==> src/rtl/round_timer_pkg.sv <==
// rtl/round_timer_pkg.sv - shared state encoding and time constants for the round timer
package round_timer_pkg;

  typedef enum logic [1:0] {
    IDLE     = 2'd0,
    RUNNING  = 2'd1,
    PAUSED   = 2'd2,
    EXPIRED  = 2'd3
  } timer_state_t;

  localparam int         SECS_PER_MIN = 60;
  localparam logic [5:0] SECS_MAX     = 6'(SECS_PER_MIN - 1);

endpackage

==> src/rtl/tick_prescaler.sv <==
// rtl/tick_prescaler.sv - divides the system clock down to a one-cycle tick every CLK_HZ enabled cycles
module tick_prescaler #(
  parameter int CLK_HZ = 100_000_000
) (
  input  logic clock,
  input  logic reset,
  input  logic clear,
  input  logic enable,
  output logic tick
);

  localparam int            CW   = (CLK_HZ > 1) ? $clog2(CLK_HZ) : 1;
  localparam logic [CW-1:0] LAST = CW'(CLK_HZ - 1);

  logic [CW-1:0] count;

  // The tick fires on the last enabled count so the consumer sees it in the same cycle it wraps.
  assign tick = enable && (count == LAST);

  // Count only while enabled; holding the value while disabled gives pause/resume without loss.
  always_ff @(posedge clock) begin
    if (reset || clear) begin
      count <= '0;
    end else if (tick) begin
      count <= '0;
    end else if (enable) begin
      count <= count + 1'b1;
    end
  end

endmodule

==> src/rtl/round_timer_ctrl.sv <==
// rtl/round_timer_ctrl.sv - round countdown FSM and min:sec counter; ROUND_TIMER_WARN_EN enables the final-seconds warning
module round_timer_ctrl
  import round_timer_pkg::*;
#(
  parameter int CLK_HZ    = 100_000_000,
  parameter int INIT_MIN  = 2,
  parameter int INIT_SEC  = 0,
  parameter int WARN_SECS = 10
) (
  input  logic       clock,
  input  logic       reset,
  input  logic       start,
  input  logic       pause,
  input  logic       abort,
  output logic [3:0] mins,
  output logic [5:0] secs,
  output logic [1:0] state,
  output logic       running,
  output logic       done,
  output logic       warn
);

  localparam logic [3:0] INIT_M = 4'(INIT_MIN);
  localparam logic [5:0] INIT_S = 6'(INIT_SEC);

  // Reject parameter sets that could load an empty round or an unreachable warning window.
  if (INIT_MIN < 0 || INIT_MIN > 15 || INIT_SEC < 0 || INIT_SEC > 59 ||
      (INIT_MIN == 0 && INIT_SEC == 0) || WARN_SECS < 1 || WARN_SECS > 59) begin : g_bad_params
    $error("round_timer_ctrl: parameter out of range");
  end

  timer_state_t cur_state;
  timer_state_t nxt_state;
  logic [3:0]   nxt_mins;
  logic [5:0]   nxt_secs;
  logic         nxt_done;
  logic         clear_pre;
  logic         count_en;
  logic         tick;

  assign count_en = (cur_state == RUNNING);
  assign state    = cur_state;

  tick_prescaler #(
    .CLK_HZ (CLK_HZ)
  ) u_prescaler (
    .clock  (clock),
    .reset  (reset),
    .clear  (clear_pre),
    .enable (count_en),
    .tick   (tick)
  );

  // Next-state and next-time decode; abort outranks start, start outranks pause.
  always_comb begin
    nxt_state = cur_state;
    nxt_mins  = mins;
    nxt_secs  = secs;
    nxt_done  = 1'b0;
    clear_pre = 1'b0;
    case (cur_state)
      IDLE: begin
        if (start) begin
          nxt_state = RUNNING;
          clear_pre = 1'b1;
        end
      end
      RUNNING: begin
        if (abort) begin
          nxt_state = IDLE;
          nxt_mins  = INIT_M;
          nxt_secs  = INIT_S;
          clear_pre = 1'b1;
        end else begin
          if (tick) begin
            if (secs != 6'd0) begin
              nxt_secs = secs - 6'd1;
            end else if (mins != 4'd0) begin
              nxt_secs = SECS_MAX;
              nxt_mins = mins - 4'd1;
            end
          end
          // Expiry wins over a coincident pause: the round is over either way.
          if (tick && mins == 4'd0 && secs <= 6'd1) begin
            nxt_state = EXPIRED;
            nxt_done  = 1'b1;
          end else if (pause) begin
            nxt_state = PAUSED;
          end
        end
      end
      PAUSED: begin
        if (abort) begin
          nxt_state = IDLE;
          nxt_mins  = INIT_M;
          nxt_secs  = INIT_S;
          clear_pre = 1'b1;
        end else if (pause) begin
          nxt_state = RUNNING;
        end
      end
      EXPIRED: begin
        if (abort) begin
          nxt_state = IDLE;
          nxt_mins  = INIT_M;
          nxt_secs  = INIT_S;
          clear_pre = 1'b1;
        end else if (start) begin
          nxt_state = RUNNING;
          nxt_mins  = INIT_M;
          nxt_secs  = INIT_S;
          clear_pre = 1'b1;
        end
      end
      default: begin
        nxt_state = IDLE;
        nxt_mins  = INIT_M;
        nxt_secs  = INIT_S;
        clear_pre = 1'b1;
      end
    endcase
  end

  // Register state, time and the status flags so every output changes only on the clock edge.
  always_ff @(posedge clock) begin
    if (reset) begin
      cur_state <= IDLE;
      mins      <= INIT_M;
      secs      <= INIT_S;
      running   <= 1'b0;
      done      <= 1'b0;
    end else begin
      cur_state <= nxt_state;
      mins      <= nxt_mins;
      secs      <= nxt_secs;
      running   <= (nxt_state == RUNNING);
      done      <= nxt_done;
    end
  end

`ifdef ROUND_TIMER_WARN_EN
  logic nxt_warn;

  assign nxt_warn = ((nxt_state == RUNNING) || (nxt_state == PAUSED)) &&
                    (nxt_mins == 4'd0) && (nxt_secs != 6'd0) &&
                    (nxt_secs <= 6'(WARN_SECS));

  // Warning follows the next time value so it lines up with the displayed mins/secs.
  always_ff @(posedge clock) begin
    if (reset) begin
      warn <= 1'b0;
    end else begin
      warn <= nxt_warn;
    end
  end
`else
  assign warn = 1'b0;
`endif

endmodule

==> config.mk <==
export PLATFORM = sky130hd
export DESIGN_NAME = round_timer_ctrl
export DESIGN_NICKNAME = d
export VERILOG_FILES = /design/src/rtl/round_timer_pkg.sv /design/src/rtl/tick_prescaler.sv /design/src/rtl/round_timer_ctrl.sv
export SDC_FILE = /design/constraint.sdc
export NUM_CORES = 1
export LEC_CHECK = 0
export CAP_MARGIN = 20
export CORE_UTILIZATION = 50
export DETAILED_ROUTE_END_ITERATION = 6
export DONT_BUFFER_PORTS = 1
export PLACE_DENSITY = 0.69
export SYNTH_ARGS = -nofsm -noshare
export SYNTH_HDL_FRONTEND = slang
export SYNTH_SLANG_ARGS = --single-unit
export TNS_END_PERCENT = 5
==> constraint.sdc <==
create_clock -name clock -period 6.11 [get_ports clock]
set_clock_uncertainty 0.2 [all_clocks]
set_input_delay 0.9165 -clock clock [delete_from_list [all_inputs] [get_ports clock]]
set_output_delay 0.9165 -clock clock [all_outputs]
set_load 0.02 [all_outputs]
==> results by group <==
Status
  • Status: complete, no violations

Clock tree
  • Num CTS Buffers: 5
  • Number of H-tree levels: 2
  • Postcts setup bufs: 0
  • Clock sink total: 41
  • CTS Root Cell: clkbuf_8
  • Longest Clk Path Bufs: 2
  • # hold bufs at CTS: 0
  • CTS tree: yes
  • Worst skew pair latency: 300 ps
  • # resized after CTS: 0
  • Clock transition at path regs: about 80 ps

Floorplan
  • Die area: roughly 0.0048 sq mm
  • Cell Rows: 24
  • Io pins: 20
  • Die span in x: 69.3 um
  • Core ar.: roughly 0.0044 sq mm
  • Initial Util: 0.520
  • Die height: 69.3 um

Yosys
  • Synth Warn #: 0
  • Combinational family with the most area after synthesis: simple AND/OR/NAND/NOR gates
  • Seq/Total Area, Yosys: 0.363
  • Syn_nets: around 290
  • Synth Area per Inst: 8.23 sq um
  • Netlist cell types: 50
  • Compound-Gate Fraction of Synth Area: 0.115
  • Cells after synthesis: 275
  • Synth Area in Simple Gates: 0.325
  • Adder-Cell Fraction of Synth Area: 0.0442
  • Mux contribution to synthesized area: 0.00885
  • FF+latch count, synth: ~40
  • Synth Area in XOR/XNOR: 0.101
  • Synth Cell Area: 0.00226 sq mm

Setup path
  • Worst-path cell chain: inv_1 -> ha_1 -> nand4_2 -> or2_0 -> or4_4 -> a2111o_1 -> o22ai_1
  • Critical-path top delay cell: or4_4
  • Buffers and inverters on the worst path: 1
  • CP max stage delay: 550 ps
  • RR Endpoint: mins[0]
  • Reg2reg start: state[1]
  • Worst endpoint required time: 6140 ps
  • Setup CP Type: reg2reg
  • R2r worst-path depth: 7
  • Crit path max-delay family: simple AND/OR/NAND/NOR gates
  • CP Launch Type: register
  • Critical Path Fanout Max: 11
  • Worst R2R Setup Slack: between 3000 and 4000 ps
  • Stages on the worst setup path: 7
  • Critical path endpoint category: register
  • CP arrival: 3010 ps

Min path
  • Hold path endpoint: u_prescaler.count[24]
  • Hold depth: 2
  • HP Start: u_prescaler.count[24]
  • Hold WC Path Type: reg2reg

Final layout
  • Post-layout net count: roughly 280
  • Fill cells: 427
  • Final non-filler cell total: 324
  • Fraction of layout cells with a size suffix above 1: 0.0478
  • Final core utilization: 0.547
  • # diodes: 0
  • Design area: about 0.0024 sq mm
  • Area Overhead vs Synth: 5.31%

Global route
  • First-pass GRT wire length: 8140 um
  • Total gr overflow: 0
  • M1 GR Usage: 0.280
  • GRT Total Usage: 0.211
  • Largest net degree at the start of global routing: 28
  • Met3 usage: 0.0480
  • Initial antenna violation count: 0
  • GR Util met2: 0.329
  • Busiest grt layer: met2
  • Number of global-route vias before repair: 1692

STA
  • # setup viols final: 0
  • Final Critical Period: 2980 ps
  • Setup TNS: 0 ps
  • Tcrit/Tclk final: 0.487
  • Unrepaired setup endpoints after global routing: no
  • Slew HR: 0.417
  • Slew @ Worst Pin: between 800 and 900 ps
  • Final hold viol count: 0
  • Worst hold slack: 325 ps
  • Final slew viol count: 0
  • Final Worst Setup Slack: 3130 ps
  • Maximum clock frequency: ~340 MHz

Pwr
  • Power per Cell Area: 382 mW/mm^2
  • Total power: 910 uW
  • Leak: 0.811 nW
  • Worst vdd ir: 184 uV

Place
  • GP Congestion: 0.833
  • Area post-placement: 0.00228 sq mm
  • Placement Setup Slack: 3130 ps
  • Post-DP HPWL: 3300 um
  • Placed cell count: 316
  • Port Buffer Count: 0

Detailed routing
  • Vias/cell: 5.82
  • DR iter-0 viols: 132
  • DRC violations left: 0
  • Routed wire length per instance: 14.6 um
  • Routed Antenna Nets: 0
  • DR vias: about 1900
  • DRT Wirelength: about 4700 um
  • Initial DRT Pass Iterations: 4

Flow run
  • Maxcap violations: 0
synthesized netlist by cell type, drive strengths merged:
cell / count / share of area
nand3: 17 / 0.038
nand2: 12 / 0.020
o311ai: 1 / 0.0039
and2: 7 / 0.019
buf: 5 / 0.012
conb: 1 / 0.0017
nand3b: 1 / 0.0033
nor4bb: 1 / 0.0044
mux2i: 2 / 0.0088
nor4b: 2 / 0.0077
or4: 4 / 0.015
o31ai: 7 / 0.023
a211oi: 1 / 0.0033
nor3: 7 / 0.015
dfxtp: 41 / 0.36
a21oi: 11 / 0.024
or4b: 1 / 0.0044
o32ai: 1 / 0.0039
o2111a: 1 / 0.0050
nand2b: 3 / 0.0083
o21ai: 8 / 0.018
a2111o: 1 / 0.0050
clkbuf: 7 / 0.012
o41ai: 2 / 0.0077
or2: 1 / 0.0028
a31o: 1 / 0.0039
xor2: 20 / 0.077
o31a: 1 / 0.0039
o22ai: 2 / 0.0055
or3: 2 / 0.0055
inv: 11 / 0.018
nor4: 6 / 0.019
and3: 6 / 0.017
nand4b: 3 / 0.012
and4b: 1 / 0.0044
nor2: 41 / 0.068
nor2b: 3 / 0.0083
nand4: 13 / 0.039
nor3b: 3 / 0.010
a311oi: 1 / 0.0039
and4: 1 / 0.0039
a221oi: 1 / 0.0039
ha: 8 / 0.044
xnor2: 6 / 0.023
layout by cell type (no fill, tap or decap), types with 2 or more instances in the layout:
cell / synthesis / final
nor2_1: 41 / 41
dfxtp_1: 41 / 41
xor2_1: 20 / 20
nand3_1: 17 / 17
nand4_1: 12 / 12
nand2_1: 12 / 12
inv_1: 11 / 11
a21oi_1: 11 / 11
o21ai_0: 8 / 8
ha_1: 8 / 8
nor3_1: 7 / 7
o31ai_1: 7 / 7
and2_1: 7 / 7
clkbuf_8: 0 / 7
and3_1: 6 / 6
xnor2_1: 6 / 6
nor4_1: 5 / 5
nand2b_1: 3 / 3
nor3b_1: 3 / 3
nor2b_1: 3 / 3
nand4b_1: 3 / 3
or4_1: 3 / 3
or3_1: 2 / 2
mux2i_1: 2 / 2
o41ai_1: 2 / 2
nor4b_1: 2 / 2
o22ai_1: 2 / 2
routing by layer:
metal | vias to the layer above | wire length [um] | part of all wire
li1 | 969 | - | -
met1 | 869 | 2310 | 0.49
met2 | 40 | 2150 | 0.45
met3 | 7 | 183 | 0.039
met4 | 0 | 96 | 0.020
met5 | - | 0 | 0
worst max-delay path by stage:
stage | from | end | slack (ps)
2_1_floorplan | state[0] | mins[0] | 3610
3_3_place_gp | state[1] | mins[2] | 3220
3_5_place_dp | state[1] | u_prescaler.count[6] | 3130
4_1_cts | state[1] | u_prescaler.count[6] | 3130
5_1_grt | state[1] | u_prescaler.count[17] | 2840
6_report | state[1] | mins[0] | 3130
cell families (layout without fill, tap and decap cells):
family / after synthesis / after routing
AO/OA/AOI/OAI: 39 / 39
AND/OR/NAND/NOR: 135 / 135
adder cells (fa/ha/maj): 8 / 8
flip-flops: 41 / 41
buffers and inverters: 23 / 20
multiplexers: 2 / 2
XOR/XNOR: 26 / 26
other: 1 / 1
final cells by class:
class / instances / area, sq um / area share
multi-input combinational: 211 / 1350 / 0.565
clock buffer: 7 / 96.3 / 0.0404
clock inverter: 1 / 5.00 / 0.00210
inverter: 11 / 41.3 / 0.0173
sequential: 41 / 821 / 0.345
timing repair buffer: 1 / 7.51 / 0.00315
tap: 52 / 65.1 / 0.0273
flip-flops by register name, summed over array words and instances (netlist names):
register	count
secs	6
state	2
done	1
mins	4
running	1
u_prescaler.count	27
tightest hold or removal path: stages, from the launching register on:
cell	delay, ps
dfxtp_1	350
xor2_1	70
nor2_1	70
power breakdown:
group | switching, mW | total, mW | internal [mW] | leakage, nW
logic | 0.209 | 0.336 | 0.126 | 0.426
registers | 0.0787 | 0.379 | 0.300 | 0.331
clock network | 0.0928 | 0.195 | 0.102 | 0.0542
total | 0.381 | 0.910 | 0.529 | 0.811
Note: power is estimated with default switching activity, not from simulation.
